==> src/rtl/cpu_rf_pkg.sv <==
// Shared register-file types: default index width, register count, index type.
// Latency: none (declarations only).
// Backpressure: not applicable.
package cpu_rf_pkg;

  localparam int SEL_W_DEF = 3;
  localparam int N_DEF     = 2 ** SEL_W_DEF;

  typedef logic [SEL_W_DEF-1:0] reg_idx_t;

  // Register count for an arbitrary index width.
  function automatic int num_regs(input int sel_w);
    return 2 ** sel_w;
  endfunction

endpackage

==> src/rtl/decoder_onehot.sv <==
// Combinational N-way one-hot decoder with enable (generalised 3-to-8).
// Latency: 0 cycles.
// Backpressure: none; pure function of its inputs.
module decoder_onehot #(
  parameter int SEL_W = cpu_rf_pkg::SEL_W_DEF
) (
  input  logic                  en,
  input  logic [SEL_W-1:0]      in,
  output logic [2**SEL_W-1:0]   y
);

  // Single hot bit at position 'in' when enabled, all zeros otherwise.
  always_comb begin
    y = '0;
    if (en) y[in] = 1'b1;
  end

endmodule

==> src/rtl/rf_wr_decoder_sb.sv <==
// Register-file write-enable decoder plus busy scoreboard with read-port hazard check.
// Latency: we/busy/waw_err 1 cycle after wb/iss; busy_a/busy_b/stall combinational.
// Backpressure: none; every iss/wb cycle is consumed, upstream holds issue on stall.
module rf_wr_decoder_sb
  import cpu_rf_pkg::*;
#(
  parameter int SEL_W    = SEL_W_DEF,
  parameter bit ZERO_REG = 1'b1
) (
  input  logic                 clk,
  input  logic                 reset,
  input  logic                 iss_en,
  input  logic [SEL_W-1:0]     iss_sel,
  input  logic                 wb_en,
  input  logic [SEL_W-1:0]     wb_sel,
  input  logic [SEL_W-1:0]     rd_sel_a,
  input  logic [SEL_W-1:0]     rd_sel_b,
  output logic [2**SEL_W-1:0]  we,
  output logic [2**SEL_W-1:0]  busy,
  output logic                 busy_a,
  output logic                 busy_b,
  output logic                 stall,
  output logic                 waw_err
);

  localparam int N = 2 ** SEL_W;

  // Bits allowed to ever be written or marked busy; r0 excluded when hardwired.
  localparam logic [N-1:0] KEEP_MASK = ZERO_REG ? {{(N-1){1'b1}}, 1'b0} : {N{1'b1}};

  logic [N-1:0] set_mask;
  logic [N-1:0] clr_mask;
  logic         iss_is_r0;
  logic         waw_hit;
  logic         hit_a;
  logic         hit_b;

  decoder_onehot #(.SEL_W(SEL_W)) u_dec_iss (
    .en (iss_en),
    .in (iss_sel),
    .y  (set_mask)
  );

  decoder_onehot #(.SEL_W(SEL_W)) u_dec_wb (
    .en (wb_en),
    .in (wb_sel),
    .y  (clr_mask)
  );

  // Issue to an already-busy register not being retired this cycle is a WAW hazard.
  always_comb begin
    iss_is_r0 = ZERO_REG && (iss_sel == '0);
    waw_hit   = iss_en && busy[iss_sel] && !(wb_en && (wb_sel == iss_sel)) && !iss_is_r0;
  end

  // Write enables and scoreboard update; set is applied after clear so issue wins.
  always_ff @(posedge clk) begin
    if (reset) begin
      we      <= '0;
      busy    <= '0;
      waw_err <= 1'b0;
    end else begin
      we      <= clr_mask & KEEP_MASK;
      busy    <= ((busy & ~clr_mask) | set_mask) & KEEP_MASK;
      waw_err <= waw_err | waw_hit;
    end
  end

  // Read-port hazard: pending unless the same register is being written back right now.
  always_comb begin
    hit_a  = busy[rd_sel_a] && !(wb_en && (wb_sel == rd_sel_a)) && !(ZERO_REG && (rd_sel_a == '0));
    hit_b  = busy[rd_sel_b] && !(wb_en && (wb_sel == rd_sel_b)) && !(ZERO_REG && (rd_sel_b == '0));
    busy_a = hit_a;
    busy_b = hit_b;
    stall  = hit_a | hit_b;
  end

endmodule

==> config.mk <==
export PLATFORM = sky130hd
export DESIGN_NAME = rf_wr_decoder_sb
export DESIGN_NICKNAME = d
export VERILOG_FILES = /design/src/rtl/cpu_rf_pkg.sv /design/src/rtl/decoder_onehot.sv /design/src/rtl/rf_wr_decoder_sb.sv
export SDC_FILE = /design/constraint.sdc
export NUM_CORES = 1
export LEC_CHECK = 0
export CORE_MARGIN = 2
export CORE_UTILIZATION = 38
export CTS_CLUSTER_SIZE = 12
export DETAILED_ROUTE_END_ITERATION = 8
export GPL_TIMING_DRIVEN = 0
export PLACE_DENSITY_LB_ADDON = 0.15
export SETUP_SLACK_MARGIN = 0.4
export SKIP_LAST_GASP = 1
export SLEW_MARGIN = 20
export SYNTH_ARGS = -nofsm -noshare
export SYNTH_HDL_FRONTEND = slang
export SYNTH_SLANG_ARGS = --single-unit
==> constraint.sdc <==
create_clock -name clk -period 1.5 [get_ports clk]
set_input_delay 0.3 -clock clk [delete_from_list [all_inputs] [get_ports clk]]
set_output_delay 0.3 -clock clk [all_outputs]
set_load 0.005 [all_outputs]
After elaboration in Yosys (flattened, before gate mapping)
Cells that the tools add are included.
{"block": "classes", "order_cmp": 6, "eq_ne": 3, "muxes": 12, "bitwise": 5, "reduce_logical": 21}
{"cell": "< comparator 3 x 4 -> 1 bit, second input constant", "count": 4}
{"cell": "two-way mux 8 bit", "count": 2}
{"cell": "logical AND 1 bit", "count": 12}
{"cell": "binary-select mux 1 bit (select 3 bit)", "count": 3}
{"cell": "equality test 3 bit", "count": 3}
{"cell": "logical NOT 3 bit", "count": 3}
{"cell": "bitwise AND 8 bit", "count": 1}
{"cell": "NOT 8 bit", "count": 1}
{"cell": "OR 8 bit", "count": 1}
{"cell": "demux 1 bit (select 3 bit)", "count": 2}
{"cell": ">= comparator 3 x 1 -> 1 bit, second input constant", "count": 2}
{"cell": "logical NOT 1 bit", "count": 6}
{"cell": "two-way mux 1 bit", "count": 5}
{"cell": "OR 1 bit", "count": 2}
{"block": "totals", "register_bits": 17, "input_bits": 16, "output_inout_bits": 20, "wordCells": 52}

Logic depth before layout (Yosys ltp)
Gate-level depths: netlist of the first run.
{"block": "depth", "ltp_word": 8, "depth_mapped": 5, "depth_no_buf": 4}

Cells and area by module
A second synthesis of the first run with hierarchy kept.
{"block": "hier_totals", "cells_unflattened": 104, "area_unflattened_um2": 953.4}
{"mod": "rf_wr_decoder_sb", "instances": 1, "cells_each": 88, "area_per_inst_um2": 763.2, "seq_area_each_um2": 300.3}
{"mod": "decoder_onehot", "instances": 2, "cells_each": 8, "area_per_inst_um2": 95.1, "seq_area_each_um2": 0.0}

Worst setup path after synthesis of the first run
Ideal clock, no wire load.
{"block": "synth_timing", "path_type": "input to output", "startpoint": "input port rd_sel_a[0]", "endpoint": "output port stall", "arrival_ps": 1193, "required_ps": 1200, "slack_ps": 7, "path_stages": 5, "n_path_buf": 1, "cell_sequence": "buf_6 mux2_4 a221o_1 nand4_1 o221ai_1"}
{"block": "synth_via", "elab_chain_cells": 6, "elab_cells_between_ends": 10, "cone_classes": "eq/ne (1); mux (2); bitwise (1); reduce/logical (6)"}
{"element": "from (decl)", "line_no": "rf_wr_decoder_sb.sv:16", "rtl": "input logic [SEL_W-1:0] rd_sel_a,"}
{"element": "branches (longest 4 deep; another with binary-select mux 1 bit (select 3 bit))"}
{"element": "logical AND 1 bit *", "line_no": "rf_wr_decoder_sb.sv:71", "rtl": "hit_a = busy[rd_sel_a] && !(wb_en && (wb_sel == rd_sel_a)) && !(ZERO_REG && (rd_sel_a == '0));"}
{"element": "OR 1 bit *", "line_no": "rf_wr_decoder_sb.sv:75", "rtl": "stall = hit_a | hit_b;"}
{"element": "to (decl)", "line_no": "rf_wr_decoder_sb.sv:22", "rtl": "output logic stall,"}
Every way passes the cells marked *. The select of a mux whose other input is x is not followed.

Final worst setup path of the first run
{"block": "layout_timing", "startpoint": "register busy[5]", "endpoint": "output port stall"}
{"block": "layout_via", "elab_chain_cells": 5, "elab_cells_between_ends": 9, "cone_classes": "mux (4); bitwise (1); reduce/logical (4)"}
{"element": "from (decl)", "line_no": "rf_wr_decoder_sb.sv:19", "rtl": "output logic [2**SEL_W-1:0] busy,"}
{"element": "from (signal assigned)", "line_no": "rf_wr_decoder_sb.sv:64", "rtl": "busy <= ((busy & ~clr_mask) | set_mask) & KEEP_MASK;"}
{"element": "binary-select mux 1 bit (select 3 bit), on equally long branches", "line_no": "rf_wr_decoder_sb.sv:71, rf_wr_decoder_sb.sv:72"}
{"element": "two-way mux 1 bit, on equally long branches", "line_no": "rf_wr_decoder_sb.sv:71, rf_wr_decoder_sb.sv:72"}
{"element": "logical AND 1 bit, on equally long branches (2 in series)", "line_no": "rf_wr_decoder_sb.sv:71, rf_wr_decoder_sb.sv:72"}
{"element": "OR 1 bit *", "line_no": "rf_wr_decoder_sb.sv:75"}
Every way passes the cells marked *; elsewhere a longest branch is shown, timed or not. The select of a mux whose other input is x is not followed.

==> qor.log, run 1 <==
qor: outcome.status finished, violations left
qor: outcome.violated_checks setup timing
qor: synthesis.synth.yosys.warnings 0
qor: floorplan.initial_utilization 0.400
qor: placed_design.numPlacedInstances 158
qor: layout.insertedDiodeCount 0
qor: placed_design.placement.cell_area 1240 um^2
qor: clock_tree.clock_sink_count 15
qor: floorplan.floorplan.rows 17
qor: timing.finalSetupTns -0.955 ns
qor: global_routing.globalRouteOverflowTotal 0
qor: route.met2_wirelength 1130 um
qor: route.first_pass_iters 4
qor: layout.finished_layout_cell_area 1350 um^2
qor: placed_design.place.port_buffers 26
qor: timing.unrepaired_setup_endpoints_after_global_routing yes
qor: clock_tree.worst_skew_pair.late_latency 0.29 ns
qor: synthesis.average_size_of_a_mapped_cell 8.52 um^2
qor: timing.timing_limited_maximum_frequency 531 MHz
qor: route.vias 912
qor: route.drt_first_iter_violations 5
qor: timing.worst_slack -0.383 ns
qor: clock_tree.tritoncts_clock_tree done
qor: synthesis.synth_seq_area_share 0.342
qor: layout.area_growth 53.9%
qor: layout.finish.utilization 0.616
qor: layout.final_layout_size_suffix_gt1_frac 0.463
qor: layout.post_layout_nonfiller_instances 175
qor: timing.setup_failing_eps_final 4
qor: global_routing.grt_use_total 0.192
qor: route.met3_wirelength_from_detailed_routing 156 um
qor: layout.design.final.nets 164
qor: layout.area.sequential 324 um^2
qor: route.top_signal_layer_used met4
qor: clock_tree.cts_buffers 3
qor: critical_path.timing.setup.critical_path_class register to output port
qor: global_routing.global_route_wire_length_before_repair 3820 um
qor: floorplan.fp.dieArea 2710 um^2
qor: timing.slew_viol_final 0
qor: job.cap_violations 0
qor: route.drt-wirelength-per-cell 13.4 um
qor: timing.skew 0.00136 ns
qor: timing.final_min_period_over_clock_period 1.26
qor: timing.finalCriticalPeriod 1.88 ns
qor: clock_tree.cts_hold_repair.buffers 0
qor: clock_tree.cts_max_path_buffers 2
qor: layout.area_taken_by_multi_input_logic_gates 547 um^2
qor: global_routing.vias_in_the_first_global_route 870
qor: route.ant_nets 0
qor: synthesis.post_synthesis_cell_count 103
qor: global_routing.number_of_antenna_violations_at_the_first_check_in_global_routing 0
qor: synthesis.register_bit_count_reported_by_yosys 15
qor: critical_path.critical_path.max_fanout 2
qor: route.wl_met1 1030 um
qor: floorplan.fp.coreArea 2190 um^2
qor: floorplan.ios 36
qor: clock_tree.clock_root_buffer sky130_fd_sc_hd__clkbuf_4
qor: critical_path.critical_path_data_required_time 1.20 ns
qor: synthesis.synth.cell_area 877 um^2
qor: layout.highest_count_cells_in_the_layout_ignoring_fill_and_taps 13 x sky130_fd_sc_hd__buf_6, 13 x sky130_fd_sc_hd__buf_2, 9 x sky130_fd_sc_hd__buf_4
qor: layout.final.fill_count 202
qor: global_routing.pin_count_of_the_biggest_net_entering_global_routing 11
qor: timing.timing.hold.ws 0.229 ns
qor: critical_path.start_kind register
qor: hold_path.timing.hold.worst.class input pin to register
qor: route.viasPerCell 5.21
qor: floorplan.die_h 52.0 um
qor: power.leakagePower 0.604 nW
qor: placed_design.detailed_place_hpwl 1650 um
qor: synthesis.synth.lib_cells_used.distinct 31
qor: power.pwr_density_cell 646 nW/um^2
qor: clock_tree.cts_max_level 1
qor: route.finalWirelength 2350 um
qor: critical_path.end_kind output port
qor: floorplan.dieWidth 52.0 um
qor: critical_path.worst-endpoint-arrival 1.58 ns
qor: timing.hold_viol 0
qor: clock_tree.cts.clk_slew.worst_paths 0.09 ns
qor: placed_design.gp_congestion 0.803
qor: route.route.detailed.drc 0
qor: power.ir_drop 0.000455 V
-- per-stage QoR --
stage               total power (W)  setup slack [ns]
floorplan                  0.000552            0.0212
global placement           0.000637            -0.893
detailed placement         0.000640            -0.905
CTS                        0.000871            -0.403
global route               0.000910            -0.446
finish                     0.000873            -0.383
-- critical path, cell delays in order (launching register included) --
cell,delay [ns]
sky130_fd_sc_hd__dfxtp_2,0.33
sky130_fd_sc_hd__mux2_4,0.25
sky130_fd_sc_hd__a221o_1,0.29
sky130_fd_sc_hd__nand4_1,0.10
sky130_fd_sc_hd__buf_4,0.13
sky130_fd_sc_hd__o221ai_2,0.07
sky130_fd_sc_hd__buf_2,0.13
-- metal layers --
metal / track usage / vias to the layer above
li1: - / 452
met2: 0.335 / 33
met4: 0.0789 / 0
met5: 0 / -
met1: 0.240 / 423
met3: 0.0172 / 4
-- path summary, 6_finish.rpt --
| path | from | endpoint | slack (ns) | cells after the start |
|---|---|---|---|---|
| worst max-delay path | busy[5]$_SDFF_PP0_ | stall | -0.38 | 6 |
| worst min-delay path | wb_sel[0] | we[4]$_SDFF_PP0_ | 0.23 | 2 |
| worst max register to register | busy[4]$_SDFF_PP0_ | waw_err$_SDFF_PP0_ | -0.06 | 7 |
| worst min register to register | waw_err$_SDFF_PP0_ | waw_err$_SDFF_PP0_ | 0.47 | 1 |
-- cells in the mapped netlist, drive strengths merged --
| cell type | instances | area [um^2] |
|---|---|---|
| dfxtp | 15 | 300 |
| nand2 | 9 | 33.8 |
| a21oi | 8 | 40.0 |
| xnor2 | 8 | 70.1 |
| buf | 7 | 52.5 |
| nand3 | 7 | 35.0 |
| o21ai | 7 | 35.0 |
| nor2 | 5 | 18.8 |
| nand4 | 4 | 25.0 |
| nor3 | 4 | 20.0 |
| clkbuf | 3 | 11.3 |
| inv | 3 | 11.3 |
| mux2i | 3 | 30.0 |
| nor2b | 3 | 18.8 |
| mux2 | 2 | 26.3 |
| mux4 | 2 | 45.0 |
| nand2b | 2 | 12.5 |
| a221o | 1 | 10.0 |
| a32o | 1 | 10.0 |
| a32oi | 1 | 8.76 |
| and2b | 1 | 8.76 |
| and3b | 1 | 8.76 |
| conb | 1 | 3.75 |
| o21bai | 1 | 7.51 |
| o221ai | 1 | 8.76 |
| o22ai | 1 | 6.26 |
| o311a | 1 | 11.3 |
| o31ai | 1 | 7.51 |
-- power by group --
part,switching [W],internal [W],total [W]
logic,0.000105,0.000123,0.000228
registers,0.00000740,0.000403,0.000410
clock network,0.000135,0.0000992,0.000234
-- timing repair --
item	4_1_cts	5_1_grt
gates resized for setup	95	10
pin swaps	2	1
setup endpoints to repair	26	22
setup buffers	13	0
-- state kept, by name, indices dropped and copies added (netlist names) --
register,cells
we,7
waw_err,1
busy,7
-- cell type report --
type	count	share of cell area
Buffer	10	0.0630
Clock buffer	3	0.0167
Clock inverter	1	0.00371
Inverter	3	0.00834
Multi-Input combinational cell	76	0.405
Sequential cell	15	0.240
Tap cell	28	0.0260
Timing Repair Buffer	39	0.237
-- cell families (layout without fill, tap and decap cells) --
logic type / after synthesis / in the layout / synth area share
simple gates: 36 / 36 / 0.207
compound gates: 23 / 23 / 0.165
flops: 15 / 15 / 0.342
buf+inv: 13 / 56 / 0.0856
xor+xnor: 8 / 8 / 0.0799
mux: 7 / 7 / 0.116
other cells: 1 / 2 / 0.00428
Power figures use the tool's default switching activity.
==> inputs of run 2 (changes only) <==
Settings changed: ABC_CLOCK_PERIOD_IN_PS set to 1800, CORE_UTILIZATION 38 to 30.
Clock period 1.5 ns to 1.8 ns, I/O delays scaled along.
==> run 2 against run 1 <==
The flow still finishes with violations (setup timing). Clock skew up 0.0063 ns. Global-route usage is 3.7 points lower. Clock power down 16%. Sequential power is 17% lower. Cell area shrank 2.9%. Worst hold slack improved by 0.11 ns. Utilization is 14 points lower. Count of clock-buffer cells in the layout unchanged. Flip-flop and latch count unchanged. Combinational power is 25% lower. Register-to-register slack gained 0.29 ns. Via count rose by 3.8%. Critical path type unchanged. Largest cell class unchanged.
==> qor.log, run 2 (synthesis gave the netlist of run 1 again) <==
qor: outcome.status finished, violations left
qor: global_routing.global_route_wire_length_before_repair 3960 um
qor: timing.worst_slack -0.179 ns
qor: clock_tree.cts_max_path_buffers 2
qor: global_routing.globalRouteOverflowTotal 0
qor: timing.final_min_period_over_clock_period 1.10
qor: hold_path.whs_path_depth 3
qor: timing.skew 0.00761 ns
qor: layout.layout.cells.most_common sky130_fd_sc_hd__dlygate4sd2_1
qor: clock_tree.clock_sink_count 15
qor: layout.design.final.nets 163
qor: clock_tree.cts_hold_repair.buffers 0
qor: power.pwr_density_cell 541 nW/um^2
qor: layout.final_layout_size_suffix_gt1_frac 0.308
qor: layout.highest_count_cells_in_the_layout_ignoring_fill_and_taps 16 x sky130_fd_sc_hd__dlygate4sd2_1, 12 x sky130_fd_sc_hd__buf_4, 8 x sky130_fd_sc_hd__a21oi_1, 8 x sky130_fd_sc_hd__xnor2_1, 8 x sky130_fd_sc_hd__nand2_1
qor: route.first_pass_iters 4
qor: floorplan.ios 36
qor: outcome.violated_checks setup timing
qor: floorplan.fp.dieArea 3370 um^2
qor: route.drt-wirelength-per-cell 14.1 um
qor: route.viasPerCell 5.35
qor: timing.timing_limited_maximum_frequency 505 MHz
qor: critical_path.worst-endpoint-arrival 1.62 ns
qor: critical_path.critical_path.max_fanout 2
qor: clock_tree.clock_root_buffer sky130_fd_sc_hd__clkbuf_4
qor: layout.area_growth 49.5%
qor: power.power 0.000710 W
qor: floorplan.dieWidth 58.1 um
qor: layout.final.fill_count 290
qor: clock_tree.tritoncts_clock_tree done
qor: timing.unrepaired_setup_endpoints_after_global_routing yes
qor: timing.setup_failing_eps_final 3
qor: global_routing.vias_in_the_first_global_route 893
qor: critical_path.worst_r2r_path_depth 7
qor: hold_path.timing.hold.worst.class input pin to register
qor: clock_tree.cts_buffers 3
qor: layout.layout_top_registers busy (7), we (7), waw_err (1)
qor: clock_tree.cts.clk_slew.worst_paths 0.10 ns
qor: floorplan.initial_utilization 0.318
qor: power.ir_drop 0.000331 V
qor: route.finalWirelength 2500 um
qor: power.leakagePower 0.592 nW
qor: clock_tree.worst_skew_pair.late_latency 0.29 ns
qor: placed_design.placement.cell_area 1190 um^2
qor: timing.timing.hold.ws 0.344 ns
qor: timing.finalCriticalPeriod 1.98 ns
qor: placed_design.place.port_buffers 26
qor: route.vias 947
qor: timing.slew_viol_final 0
qor: critical_path.end_kind output port
qor: route.route.detailed.drc 0
qor: layout.insertedDiodeCount 0
qor: clock_tree.cts_max_level 1
qor: layout.finished_layout_cell_area 1310 um^2
qor: layout.finish.utilization 0.475
qor: global_routing.grt_use_total 0.155
qor: global_routing.pin_count_of_the_biggest_net_entering_global_routing 11
qor: placed_design.detailed_place_hpwl 1760 um
qor: floorplan.floorplan.rows 19
qor: floorplan.fp.coreArea 2760 um^2
qor: global_routing.number_of_antenna_violations_at_the_first_check_in_global_routing 0
qor: timing.finalSetupTns -0.212 ns
qor: placed_design.gp_congestion 0.798
qor: route.drt_first_iter_violations 30
qor: job.cap_violations 0
qor: floorplan.die_h 58.1 um
qor: timing.hold_viol 0
qor: critical_path.timing.setup.critical_path_class register to output port
qor: critical_path.critical_path_data_required_time 1.44 ns
qor: route.ant_nets 0
qor: critical_path.start_kind register
==> run 2: final timing paths <==
path | startpoint | to | slack [ns]
max | busy[5]$_SDFF_PP0_ | stall | -0.18
min | iss_sel[0] | busy[5]$_SDFF_PP0_ | 0.34
max reg2reg | busy[5]$_SDFF_PP0_ | waw_err$_SDFF_PP0_ | 0.23
min reg2reg | waw_err$_SDFF_PP0_ | waw_err$_SDFF_PP0_ | 0.47
==> run 2: area by class of cell <==
type,count,area (um^2),share of cell area
Buffer,10,67.6,0.0515
Tap cell,31,38.8,0.0296
Clock buffer,3,22.5,0.0172
Sequential cell,15,323,0.246
Timing Repair Buffer,38,325,0.248
Multi-Input combinational cell,76,518,0.395
Clock inverter,1,5.00,0.00382
Inverter,3,11.3,0.00859
==> run 2: where the power goes <==
part	internal [W]	switching, W
sequential	0.000336	0.00000592
clock	0.0000826	0.000114
combinational	0.0000889	0.0000828
==> run 2: worst max-delay path, cell delays in order (launching register included) <==
cell,delay [ns]
sky130_fd_sc_hd__dfxtp_4,0.35
sky130_fd_sc_hd__mux2_4,0.25
sky130_fd_sc_hd__a221o_1,0.29
sky130_fd_sc_hd__nand4_1,0.12
sky130_fd_sc_hd__buf_4,0.12
sky130_fd_sc_hd__o221ai_2,0.06
sky130_fd_sc_hd__buf_2,0.13
==> run 2: per-layer routing <==
| metal | part of all wire | vias up | wire length, um | track usage |
|---|---|---|---|---|
| li1 | - | 449 | - | - |
| met1 | 0.44 | 448 | 1100 | 0.195 |
| met2 | 0.45 | 46 | 1120 | 0.255 |
| met3 | 0.098 | 4 | 245 | 0.0379 |
| met4 | 0.012 | 0 | 29 | 0.0598 |
| met5 | 0 | - | 0 | 0 |
==> run 2: stage by stage <==
stage | setup slack [ns] | cells
after floorplan | 0.201 | 104
after global placement | -0.666 | 161
after detailed placement | -0.672 | 161
after CTS | -0.175 | 175
after global routing | -0.225 | 177
final | -0.179 | 177
==> run 2: what timing repair did <==
action	4_1_cts	5_1_grt
gates resized for setup	54	3
pin swaps	1	2
setup endpoints to repair	18	5
buffers inserted	10	2
==> inputs of run 3 (changes only) <==
Settings changed: ABC_CLOCK_PERIOD_IN_PS 1800 to 2500.
Clock period 1.8 ns to 2.5 ns, I/O delays scaled along.
==> run 3 against run 2 <==
The run now ends clean. Worst hold slack improved by 0.13 ns. First-iteration DRC count fell by 53%. Count of clock-buffer cells in the layout did not move. Global-route usage fell by 0.83 points. Sequential power fell by 27%. Clock skew fell by 0.0069 ns. Sequential share of layout area rose by 0.89 points. Cell area fell by 6.9%. Clock power fell by 28%. Cell count fell by 5.6%. Power fell by 29%. Register-to-register slack improved by 0.89 ns. Largest cell class unchanged. Largest power group unchanged.
==> qor.log, run 3 (synthesis gave the netlist of run 1 again) <==
qor: floorplan.initial_utilization 0.318
qor: timing.timing_limited_maximum_frequency 488 MHz
qor: placed_design.place.port_buffers 26
qor: critical_path.worst-endpoint-arrival 1.55 ns
qor: floorplan.fp.dieArea 3370 um^2
qor: clock_tree.clock_sink_count 15
qor: placed_design.detailed_place_hpwl 1800 um
qor: global_routing.globalRouteOverflowTotal 0
qor: critical_path.timing.setup.critical_path_class input pin to output port
qor: critical_path.rrSetupSlack 1.12 ns
qor: floorplan.die_h 58.1 um
qor: clock_tree.cts_buffers 3
qor: clock_tree.cts_hold_repair.buffers 0
qor: hold_path.hp-start waw_err$_SDFF_PP0_
qor: timing.unrepaired_setup_endpoints_after_global_routing no
qor: critical_path.worstReg2RegEnd waw_err$_SDFF_PP0_
qor: global_routing.vias_in_the_first_global_route 839
qor: placed_design.numPlacedInstances 161
qor: clock_tree.worst_skew_pair.late_latency 0.28 ns
qor: layout.area_growth 39.2%
qor: route.vias 887
qor: power.leakagePower 0.472 nW
qor: clock_tree.clock_root_buffer sky130_fd_sc_hd__clkbuf_4
qor: timing.worst_slack 0.451 ns
qor: clock_tree.tritoncts_clock_tree done
qor: clock_tree.cts_max_path_buffers 2
qor: hold_path.whs_path_depth 1
qor: placed_design.worst_slack_after_detailed_placement -0.270 ns
qor: hold_path.timing.hold.worst.class register to register
qor: timing.hold_viol 0
qor: timing.setup_failing_eps_final 0
qor: power.power 0.000505 W
qor: timing.timing.hold.ws 0.478 ns
qor: timing.slew_viol_final 0
qor: critical_path.cp_cell_sequence buf_2 -> mux4_2 -> nand2_1 -> o22ai_1 -> dlygate4sd2_1
qor: critical_path.crit-reg2reg-launch busy[5]$_SDFF_PP0_
qor: floorplan.ios 36
qor: critical_path.end_kind output port
qor: layout.highest_count_cells_in_the_layout_ignoring_fill_and_taps 18 x sky130_fd_sc_hd__clkdlybuf4s50_1, 10 x sky130_fd_sc_hd__dfxtp_1, 9 x sky130_fd_sc_hd__nand2_1
qor: outcome.status finished, final reports clean
qor: floorplan.floorplan.rows 19
qor: job.cap_violations 0
qor: critical_path.critical_path_data_required_time 2.00 ns
qor: power.ir_drop 0.000235 V
qor: route.finalWirelength 2370 um
qor: global_routing.number_of_antenna_violations_at_the_first_check_in_global_routing 0
qor: floorplan.dieWidth 58.1 um
qor: clock_tree.cts_max_level 1
qor: clock_tree.cts.clk_slew.worst_paths 0.09 ns
qor: critical_path.worst_r2r_path_depth 5
qor: layout.design.final.nets 153
qor: route.viasPerCell 5.31
qor: layout.insertedDiodeCount 0
qor: hold_path.min_delay_worst_endpoint waw_err$_SDFF_PP0_
qor: timing.skew 0.000688 ns
qor: timing.final_min_period_over_clock_period 0.820
qor: power.pwr_density_cell 414 nW/um^2
qor: placed_design.gp_congestion 0.804
qor: layout.final_layout_size_suffix_gt1_frac 0.235
qor: timing.finalCriticalPeriod 2.05 ns
qor: route.drt-wirelength-per-cell 14.2 um
qor: critical_path.worst_path_max_delay_cell sky130_fd_sc_hd__mux4_2
qor: floorplan.fp.coreArea 2760 um^2
qor: route.route.detailed.drc 0
qor: critical_path.cp_slowest_stage_delay 0.50 ns
qor: critical_path.start_kind input pin
qor: route.ant_nets 0
qor: critical_path.startpoint rd_sel_b[0]
qor: global_routing.pin_count_of_the_biggest_net_entering_global_routing 11
qor: route.drt_first_iter_violations 14
qor: layout.finish.utilization 0.443
qor: layout.layout_top_registers busy (7), we (7), waw_err (1)
qor: layout.layout.cells.most_common sky130_fd_sc_hd__clkdlybuf4s50_1
qor: global_routing.global_route_wire_length_before_repair 3770 um
qor: route.first_pass_iters 2
qor: layout.post_layout_nonfiller_instances 167
qor: global_routing.grt_use_total 0.147
qor: critical_path.critical_path.max_fanout 4
[run 3: cell types whose count changed in the layout (fill, tap and decap cells not counted), sizes merged]
cell           before  now
buf                23   10
dlygate4sd2        16    1
clkdlybuf4s50       3   18
clkbuf              6    9
[run 3: worst max-delay path by stage]
stage,cells after the start,to,slack (ns)
after floorplan,5,stall,0.61
after CTS,6,stall,0.30
after global placement,5,stall,-0.25
final,5,busy_b,0.45
after detailed placement,5,stall,-0.27
after global routing,6,busy_b,0.39
[run 3: repair_timing]
action                     4_1_cts  5_1_grt
setup endpoints to repair        3        3
pin swaps                        1        3
gates resized for setup         20       12
buffers inserted                 2        0
[run 3: power breakdown]
part / internal (W) / total, W / switching [W]
registers: 0.000244 / 0.000249 / 0.00000535
logic: 0.0000589 / 0.000115 / 0.0000557
clock network: 0.0000595 / 0.000141 / 0.0000817
[run 3: metrics by stage]
| stage | instance area, um^2 | TNS (ns) |
|---|---|---|
| finish | 1220 | 0 |
| global route | 1220 | 0 |
| CTS | 1220 | 0 |
| detailed placement | 1180 | -0.537 |
| global placement | 1180 | -0.531 |
| floorplan | 881 | 0 |
[run 3: final cells by class]
| cell class | count | area, um^2 |
|---|---|---|
| Tap cell | 31 | 38.8 |
| Timing Repair Buffer | 28 | 255 |
| Inverter | 3 | 11.3 |
| Clock inverter | 1 | 5.00 |
| Buffer | 10 | 65.1 |
| Multi-Input combinational cell | 76 | 512 |
| Clock buffer | 3 | 22.5 |
| Fill cell | 294 | 1540 |
| Sequential cell | 15 | 312 |
[run 3: per-layer routing]
layer | GRT usage | wire [um] | up-vias
met3 | 0.0335 | 152 | 4
met2 | 0.226 | 1080 | 27
li1 | - | - | 432
met4 | 0.0831 | 36 | 0
met5 | 0 | 0 | -
met1 | 0.189 | 1100 | 424
[run 3: critical path: cells and delay by family]
family	cells	cell delay, ns
AOI/OAI and AO/OA	1	0.06
and+or+nand+nor	1	0.10
muxes	1	0.50
buffers and inverters	2	0.39
